$ cat src/rtl/program_sequencer_pkg.sv
// Shared definitions for the program sequencer.
//   seq_state_t   : fetch FSM state (RUN fetches normally, HOLD stalls fetch)
//   DEF_ADDR_W    : default program memory address width
//   DEF_CNT_W     : default taken-branch counter width
//   JMP_NIBBLE_W  : number of jump-target bits supplied by the decoder;
//                   they form the top bits of the target, lower bits are zero
package program_sequencer_pkg;

    typedef enum logic {
        RUN  = 1'b0,
        HOLD = 1'b1
    } seq_state_t;

    localparam int DEF_ADDR_W   = 8;
    localparam int DEF_CNT_W    = 8;
    localparam int JMP_NIBBLE_W = 4;

endpackage : program_sequencer_pkg

$ cat src/rtl/sat_counter.sv
// Saturating up-counter.
//   clk        : rising-edge clock
//   sync_reset : synchronous active-high reset, clears count
//   inc        : count up by one on this edge (ignored once all-ones)
//   count      : current count value
module sat_counter #(
    parameter int WIDTH = 8
) (
    input  logic             clk,
    input  logic             sync_reset,
    input  logic             inc,
    output logic [WIDTH-1:0] count
);

    logic [WIDTH-1:0] count_reg;

    always_ff @(posedge clk) begin
        if (sync_reset) begin
            count_reg <= '0;
        end else if (inc && (count_reg != '1)) begin
            count_reg <= count_reg + WIDTH'(1);
        end
    end

    assign count = count_reg;

endmodule : sat_counter

$ cat src/rtl/program_sequencer.sv
// Program sequencer: selects the next program memory address and keeps the
// program counter, with a fetch-stall FSM, a saturating taken-jump counter
// and a sticky pc-wrap flag.
//   clk          : rising-edge clock
//   sync_reset   : synchronous active-high reset (wins over all inputs)
//   jmp          : unconditional jump request (priority over jmp_nz)
//   jmp_nz       : jump-if-not-zero request
//   jmp_addr     : jump target nibble, target = {jmp_addr, zeros}
//   dont_jmp     : ALU zero flag, suppresses jmp_nz
//   hold         : fetch stall; pc frozen and jump requests discarded
//   pm_addr      : combinational next program memory address
//   pc           : registered program counter (loads pm_addr every edge)
//   branch_count : saturating count of taken jumps
//   wrapped      : sticky, set when pc increments from all-ones to zero
//   from_PS      : debug bus, constant zero
module program_sequencer
    import program_sequencer_pkg::*;
#(
    parameter int ADDR_W = DEF_ADDR_W,
    parameter int CNT_W  = DEF_CNT_W
) (
    input  logic                    clk,
    input  logic                    sync_reset,
    input  logic                    jmp,
    input  logic                    jmp_nz,
    input  logic [JMP_NIBBLE_W-1:0] jmp_addr,
    input  logic                    dont_jmp,
    input  logic                    hold,
    output logic [ADDR_W-1:0]       pm_addr,
    output logic [ADDR_W-1:0]       pc,
    output logic [CNT_W-1:0]        branch_count,
    output logic                    wrapped,
    output logic [7:0]              from_PS
);

    seq_state_t        state_reg;
    logic [ADDR_W-1:0] pc_reg;
    logic              wrapped_reg;

    logic [ADDR_W-1:0] pm_addr_next;
    logic [ADDR_W-1:0] jump_target;
    logic              jump_taken;
    logic              inc_wrap;

    assign jump_target = {jmp_addr, {(ADDR_W-JMP_NIBBLE_W){1'b0}}};

    // Next-address selection. hold always freezes the address at pc; once
    // hold drops, both RUN and the resuming HOLD cycle evaluate the decoder
    // requests, so a jump re-presented by the refetched instruction is taken
    // on the very first unstalled cycle.
    always_comb begin
        pm_addr_next = pc_reg;
        jump_taken   = 1'b0;
        inc_wrap     = 1'b0;
        if (sync_reset) begin
            pm_addr_next = '0;
        end else if (!hold) begin
            unique case (state_reg)
                RUN, HOLD: begin
                    if (jmp || (jmp_nz && !dont_jmp)) begin
                        pm_addr_next = jump_target;
                        jump_taken   = 1'b1;
                    end else begin
                        pm_addr_next = pc_reg + ADDR_W'(1);
                        // Only an increment past all-ones counts as a wrap,
                        // never a jump that happens to land on zero.
                        inc_wrap     = (pc_reg == '1);
                    end
                end
                default: pm_addr_next = pc_reg;
            endcase
        end
    end

    always_ff @(posedge clk) begin
        if (sync_reset) begin
            state_reg   <= RUN;
            pc_reg      <= '0;
            wrapped_reg <= 1'b0;
        end else begin
            state_reg <= hold ? HOLD : RUN;
            pc_reg    <= pm_addr_next;
            if (inc_wrap) begin
                wrapped_reg <= 1'b1;
            end
        end
    end

    sat_counter #(
        .WIDTH (CNT_W)
    ) u_branch_counter (
        .clk        (clk),
        .sync_reset (sync_reset),
        .inc        (jump_taken),
        .count      (branch_count)
    );

    assign pm_addr = pm_addr_next;
    assign pc      = pc_reg;
    assign wrapped = wrapped_reg;
    assign from_PS = 8'h00;

endmodule : program_sequencer

$ cat config.mk
export PLATFORM = sky130hd
export DESIGN_NAME = program_sequencer
export DESIGN_NICKNAME = d
export VERILOG_FILES = /design/src/rtl/program_sequencer_pkg.sv /design/src/rtl/sat_counter.sv /design/src/rtl/program_sequencer.sv
export SDC_FILE = /design/constraint.sdc
export NUM_CORES = 1
export LEC_CHECK = 0
export BUFFER_PORTS_ARGS = -buffer_cell sky130_fd_sc_hd__buf_2
export CELL_PAD_IN_SITES_DETAIL_PLACEMENT = 1
export CELL_PAD_IN_SITES_GLOBAL_PLACEMENT = 2
export CORE_MARGIN = 8
export CORE_UTILIZATION = 25
export CTS_CLUSTER_DIAMETER = 120
export CTS_CLUSTER_SIZE = 16
export DETAILED_ROUTE_END_ITERATION = 10
export PLACE_DENSITY = 0.87
export SLEW_MARGIN = 20
export SYNTH_ARGS = -nofsm -noshare
export SYNTH_HDL_FRONTEND = slang
export SYNTH_SLANG_ARGS = --single-unit
$ cat constraint.sdc
create_clock -name clk -period 1.65 [get_ports clk]
set_input_delay 0 -clock clk [delete_from_list [all_inputs] [get_ports clk]]
set_output_delay 0 -clock clk [all_outputs]
set_load 0.02 [all_outputs]
## Word level (Yosys, flattened, before mapping)

Cells that the tools add are included.
W data, S select, Z words.

| storage, ports and cells | value |
|---|---|
| logic and storage cells | 20 |
| input bits | 10 |
| output and inout bits | 33 |
| flip-flop bits (word level) | 17 |

| operators by class | value |
|---|---|
| mux-type cells | 9 |
| reductions and logical operators | 4 |
| equality and inequality tests | 2 |
| add/subtract/negate cells | 2 |

Operators with widths:

| operator | count |
|---|---|
| $mux W8 | 3 |
| $add A8 B1 Y8 const B | 2 |
| $eq A8 B8 Y1 const B | 1 |
| $ne A8 B8 Y1 const B | 1 |
| $mux W1 | 6 |
| $logic_and A1 B1 Y1 | 2 |
| $logic_not A1 Y1 | 1 |
| $logic_or A1 B1 Y1 | 1 |

## Longest topological paths before layout

Gate-level depths: netlist (run 1).

| logic depth | value |
|---|---|
| depth after elaboration | 7 |
| depth in mapped cells | 5 |
| gate-level depth less buffers | 5 |

## Modules after synthesis

Synthesis (run 1) repeated with hierarchy kept, for this count alone.

| second synthesis, totals | value |
|---|---|
| cells, all modules | 132 |
| area, all modules | 1081.0 um^2 |

By module, submodules not included:

| module | cells an instance | instances | seq. area each (um^2) | area an instance (um^2) |
|---|---|---|---|---|
| program_sequencer | 86 | 1 | 180.2 | 650.6 |
| sat_counter | 46 | 1 | 160.2 | 430.4 |

## Worst setup path before layout (run 1)

No wires, ideal clock.

| timing | value |
|---|---|
| path type | flip-flop to output port |
| start point | reg pc_reg[0], in the netlist pc[0] |
| end point | out pm_addr[6] |
| data arrival time | 1.910 ns |
| cell stages (with the launch flop) | 6 |
| data required time | 1.650 ns |
| buffers on the path | 0 |
| slack | -0.260 ns |
| cells stage by stage | dfxtp_1 ha_1 nand3_2 or2_1 or4_4 a31oi_1 |

| on the way | value |
|---|---|
| longest elaborated chain between the ends | 4 |

RTL lines:

| element | RTL line | text |
|---|---|---|
| start, declared | program_sequencer.sv:37 | `logic [ADDR_W-1:0] pc_reg;` |
| start signal, assigned | program_sequencer.sv:82 | `pc_reg <= pm_addr_next;` |
| $add A8 B1 Y8 | program_sequencer.sv:64 | `pm_addr_next = pc_reg + ADDR_W'(1);` |
| $mux W8 | program_sequencer.sv:60 | `if (jmp \|\| (jmp_nz && !dont_jmp)) begin` |
| $mux W8 | program_sequencer.sv:57 | `end else if (!hold) begin` |
| $mux W8 | program_sequencer.sv:55 | `if (sync_reset) begin` |
| end, declared | program_sequencer.sv:29 | `output logic [ADDR_W-1:0] pm_addr,` |

Every way passes these cells.

## Worst setup path in the final report (run 1)

Same ends and word-level chain as after synthesis.

==> impl_metrics.tcl, run 1 <==
set metrics [dict create \
    status "finished with violations" \
    violations "negative setup slack" \
    synth-main-ff-cell "dfxtp_1" \
    overflow 0 \
    gp_congestion 0.849 \
    fin_crit_sh_pct 113 \
    arrival_ns 1.86 \
    synth_cell_types 36 \
    die_h_um 80.2 \
    yosysSeqAreaShare_pct 33.0 \
    boundaryPins 43 \
    worstSetupStartpointType "register" \
    firstDrtPassIters 4 \
    syn_avg_cell_area_um2 7.80 \
    drcViolationCount 0 \
    hold_violations 0 \
    power_frac_clock_pct 34.9 \
    cts_root_buf "clkbuf_8" \
    rsz0062_at_grt "yes" \
    post_dp_cell_area_mm2 0.00132 \
    wl_per_cell_um 16.5 \
    power_frac_comb_pct 19.2 \
    drive_above_1_share_pct 34.9 \
    finalSetupTns_ns -0.749 \
    cts_max_level 1 \
    period_minus_slack_ns 1.86 \
    clock_latency_ns 0.25 \
    cts_buffer_depth 2 \
    vias 1170 \
    p_per_area_mw_per_mm2 654 \
    cts-buffers-inserted 3 \
    synth_area_mm2 0.00103 \
    grt_pass1_wl_um 6220 \
    clock_sinks 17 \
    fillers 505 \
    critPathMaxFanout 2 \
    die-area_mm2 0.00643 \
    wl_um 3720 \
    die_w_um 80.2 \
    viasPerCell 5.20 \
    grt_pass1_vias 1243 \
    port_buffers 34 \
    endpoint_kind "output pin" \
    critPathKind "reg2out" \
    synthCells 132 \
    setup_ws_ns -0.211 \
    finClkSkew_ns 0.00183 \
    rrSetupSlack_ns 0.11 \
    grtUsageTotal_pct 11.8 \
    ant_nets 0 \
    diodes 0 \
    internal_power_mw 0.648 \
    power_mw 0.938 \
    clkTransAtPathRegs_ns 0.07 \
    swShare_pct 30.9 \
    timing.fmax_mhz 537 \
    rows 23 \
    dpl.hpwl_um 2790 \
    ys_ff_latch 17 \
    synth-async-reset-ratio_pct 0 \
    grt_max_degree 25 \
    synthToLayoutAreaGrowth_pct 39.2 \
    irDropWorstVdd_mv 0.307 \
    setup_viol 5 \
    required_ns 1.65 \
    seq_power_share_pct 45.8 \
    core_area_mm2 0.00397 \
    p_leak_nw 0.578 \
    drv_cap 0 \
    p_switching_mw 0.290 \
    fin_area_mm2 0.00143 \
    drv_slew 0 \
    synth_edf_count 0 \
    holdCritPathClass "in2reg" \
    nets 188 \
    antenna_found_initial 0 \
    initial_utilization_pct 25.9 \
    synth_warnings 0 \
    drt_iter0_drc 68 \
    whs_ns 0.144 \
    cts_tree "yes" \
]
-- layout by cell type, fill, tap and decap left out, types with 2 or more instances in the layout --
cell type	count
a21oi_1	16
o2111ai_1	2
clkbuf_8	3
o32ai_1	2
nor4_1	2
nand2_1	13
nand3b_1	2
nand3_1	4
or4_4	2
o211ai_1	2
dfxtp_4	2
nor3_1	4
buf_4	14
a211oi_1	5
buf_2	30
o21bai_1	2
nor2b_1	4
dfxtp_1	15
o21ai_0	5
or3_1	3
conb_1	8
a31oi_1	5
nor2_1	4
inv_1	4
-- metrics by stage --
step	instances	worst slack, ns	util, %
3_3_place_gp	221	0.0154	33.2
6_report	225	-0.211	36.1
4_1_cts	225	-0.217	36.0
3_5_place_dp	221	-0.0332	33.2
5_1_grt	225	-0.279	36.1
2_1_floorplan	139	0.00275	-
-- power by group through the flow --
stage,Clock [mW],Combinational [mW],Sequential [mW]
2_1_floorplan,0,0.105,0.453
3_3_place_gp,0,0.165,0.438
3_5_place_dp,0,0.169,0.439
4_1_cts,0.337,0.179,0.430
5_1_grt,0.353,0.195,0.431
6_report,0.328,0.180,0.430
-- path summary, 6_finish.rpt --
path / from / endpoint / depth (start not counted)
max: pc[0]$_SDFF_PP0_ / pm_addr[6] / 6
min: jmp_addr[0] / pc[4]$_SDFF_PP0_ / 3
max reg2reg: pc[0]$_SDFF_PP0_ / pc[6]$_SDFF_PP0_ / 5
min reg2reg: wrapped$_SDFFE_PP0P_ / wrapped$_SDFFE_PP0P_ / 1
-- critical path: stages (launching register included) --
cell     delay (ns)
dfxtp_4        0.36
ha_4           0.14
nand3_2        0.08
or2_1          0.23
or4_4          0.51
a31oi_4        0.15
buf_6          0.13
-- cells in the mapped netlist (3+ instances only) --
cell	instances	area [um2]
buf_4	8	60.1
a211oi_1	5	37.5
nand3_1	5	25.0
dfxtp_1	17	340
nor2_1	4	15.0
clkbuf_1	5	18.8
a31oi_1	6	37.5
nor2b_1	4	25.0
nor3_1	5	25.0
inv_1	4	15.0
nand2_1	13	48.8
or3_1	3	18.8
o21ai_0	5	25.0
a21oi_1	17	85.1
nor4_1	3	18.8
-- cell type report --
type / count / area (um2) / area share [%]
clock buffer: 3 / 41.3 / 2.88
sequential: 17 / 348 / 24.3
multi-input combinational: 105 / 694 / 48.4
timing repair buffer: 45 / 267 / 18.6
tap: 50 / 62.6 / 4.36
clock inverter: 1 / 6.26 / 0.436
inverter: 4 / 15.0 / 1.05
-- kinds of logic (layout without fill, tap and decap cells) --
| group | count (synthesis) | after routing | share of synthesized area, % |
|---|---|---|---|
| DFF | 17 | 17 | 33.1 |
| buffers and inverters | 17 | 53 | 9.11 |
| adders and majority gates | 2 | 2 | 2.43 |
| and+or+nand+nor | 49 | 49 | 26.6 |
| muxes | 1 | 1 | 0.972 |
| AOI/OAI and AO/OA | 45 | 45 | 27.5 |
| other | 1 | 8 | 0.364 |
-- layer usage --
layer	global-route usage [%]	part of all wire [%]	routed length, um
met4	3.82	1.1	40
met2	21.9	53	1970
met5	0	0	0
met3	1.90	4.0	148
met1	13.2	42	1560
-- repair_timing --
item                                    4_1_cts  5_1_grt
gates resized for setup                      13        1
endpoints found under the setup margin        5        6
endpoints found under the hold margin         0        0
hold buffers                                  0        0
pin swaps                                     2        2
setup buffers                                 0        0
Power figures use the tool's default switching activity.
==> run 2: changes to the inputs <==
- ABC_AREA: unset -> 1
- CORE_UTILIZATION: 25 -> 24
==> run 2 against run 1 <==
Effect of this change: the run now ends clean; sequential share of layout area grew 0.99 points; synthesized cell count grew 26%; core utilization shrank 4.4 points; clock power is essentially flat; area after synthesis grew 6.0%; cell area shrank 3.6%; worst hold slack lost 0.13 ns; clock skew grew 0.0054 ns; setup slack gained 0.29 ns.
==> impl_metrics.tcl, run 2 <==
set metrics [dict create \
    cts-buffers-inserted 3 \
    fin_crit_sh_pct 95.0 \
    seq_area_um2 349 \
    firstDrtPassIters 4 \
    drv_cap 0 \
    grt_pass1_vias 1103 \
    arrival_ns 1.57 \
    grt_pass1_wl_um 5380 \
    synth-main-ff-cell "dfxtp_1" \
    wl_per_cell_um 12.3 \
    irDropWorstVdd_mv 0.263 \
    antenna_found_initial 0 \
    worstSetupStartpointType "register" \
    cts-hold-fix-buffers 0 \
    drcViolationCount 0 \
    dpl.hpwl_um 2520 \
    rsz0062_at_grt "yes" \
    grtUsageTotal_pct 8.94 \
    synth_edf_count 0 \
    die-area_mm2 0.00696 \
    rrSetupSlack_ns 0.33 \
    yosysSeqAreaShare_pct 31.2 \
    synth_warnings 0 \
    synth_area_leaders "dfxtp_1 31%, nand2_1 17%, a21oi_1 7.8%" \
    cts_tree "yes" \
    diodes 0 \
    drt_iter0_drc 54 \
    drv_slew 0 \
    fin_area_mm2 0.00138 \
    multi_input_area_um2 653 \
    overflow 0 \
    clock_sinks 17 \
    boundaryPins 43 \
    grt_max_degree 12 \
    critPathMaxFanout 4 \
    vias 1129 \
    wl_um 3140 \
    endpoint_kind "output pin" \
    final_common_cell "nand2_1" \
    drive_above_1_share_pct 30.4 \
    netlist_top_cells_count "50 x nand2_1, 17 x a21oi_1, 17 x dfxtp_1, 17 x inv_1, 13 x nor2_1" \
    finClkSkew_ns 0.00724 \
    viasPerCell 4.41 \
    rows 24 \
    critPathKind "reg2out" \
    cts_root_buf "clkbuf_8" \
    dp.cells 250 \
    holdCritPathClass "in2reg" \
    setup_ws_ns 0.0831 \
    gp_congestion 0.738 \
    dpl_worst_slack_ns 0.292 \
    finalSetupTns_ns 0 \
    mostFrequentLayoutCells "49 x nand2_1, 33 x buf_2, 17 x inv_1, 17 x a21oi_1, 14 x dfxtp_1" \
    cts_max_level 1 \
    required_ns 1.65 \
    synthToLayoutAreaGrowth_pct 26.7 \
    period_minus_slack_ns 1.57 \
    die_h_um 83.4 \
    synth_cell_types 27 \
    final_core_util_pct 31.8 \
    status "finished clean" \
    power_mw 0.927 \
    ant_nets 0 \
    p_per_area_mw_per_mm2 671 \
    instances_no_fill 256 \
    post_dp_cell_area_mm2 0.00129 \
    yosysTopAreaCell "dfxtp_1" \
    clock_latency_ns 0.26 \
    core_area_mm2 0.00435 \
    cts_buffer_depth 2 \
    initial_utilization_pct 25.1 \
    timing.fmax_mhz 638 \
    synthCells 166 \
    die_w_um 83.4 \
    p_leak_nw 0.680 \
    whs_ns 0.0179 \
    nets 217 \
    port_buffers 34 \
    clkTransAtPathRegs_ns 0.08 \
    syn_avg_cell_area_um2 6.57 \
    synth_area_mm2 0.00109 \
    fillers 576 \
    yosys.cell_count.top_type "nand2_1" \
    setup_viol 0 \
    synth-async-reset-ratio_pct 0 \
    ys_ff_latch 17 \
    synth_top_area_share_pct 31.2 \
    hold_violations 0 \
]
run 2: changes by cell type after synthesis, moves of 3 or more:
cell,before,now
a211oi_1,5,0
a31oi_1,6,0
clkbuf_1,5,1
inv_1,4,17
nand2_1,13,50
nor2_1,4,13
nor2_2,0,4
nor2b_1,4,0
nor4_1,3,0
or3_1,3,0
run 2: routing by layer:
metal / routed length (um) / vias up / track usage, %
met1: 1550 / 515 / 11.1
met2: 1370 / 30 / 13.9
li1: - / 582 / -
met3: 211 / 2 / 3.32
met5: 0 / - / 0
met4: 12 / 0 / 2.83
run 2: final timing paths:
path / cells past startpoint / endpoint / startpoint
hold reg to reg: 2 / wrapped$_SDFFE_PP0P_ / wrapped$_SDFFE_PP0P_
hold / removal: 3 / pc[4]$_SDFF_PP0_ / jmp_addr[0]
setup / recovery: 9 / pm_addr[6] / pc[0]$_SDFF_PP0_
setup reg to reg: 7 / u_branch_counter.count[4]$_SDFFE_PP0P_ / u_branch_counter.count[1]$_SDFFE_PP0P_
run 2: worst max-delay path, cell delays in order, from the launching register on:
cell	delay [ns]
dfxtp_4	0.38
ha_4	0.14
nand2_1	0.06
nor2_2	0.14
nand2_2	0.10
nor3_4	0.17
nor2_1	0.06
nand2_1	0.07
inv_1	0.04
buf_2	0.15
run 2: cell families (layout without fill, tap and decap cells):
family | after synthesis | in the layout | share of synthesized area (%)
compound gates | 24 | 24 | 11.4
xor+xnor | 4 | 4 | 3.21
fa+ha+maj | 2 | 2 | 2.29
buf+inv | 30 | 61 | 13.3
flops | 17 | 17 | 31.2
other cells | 1 | 8 | 0.344
simple gates | 88 | 88 | 38.3
run 2: cell type report:
type,instances,area share (%)
multi-input combinational,126,47.2
clock buffer,3,2.99
timing repair buffer,36,13.6
clock inverter,1,0.362
tap,52,4.71
sequential,17,25.2
inverter,21,5.88
run 2: timing repair:
action                                  in CTS  in global routing
pin swaps                                    0                  3
endpoints found under the setup margin       1                  3
buffers inserted                             0                  2
gates resized for setup                      1                  9
run 2: power by group:
| group | switching [mW] | internal (mW) | leakage, nW |
|---|---|---|---|
| clock | 0.160 | 0.168 | 0.0255 |
| sequential | 0.0135 | 0.421 | 0.140 |
| combinational | 0.116 | 0.0485 | 0.515 |
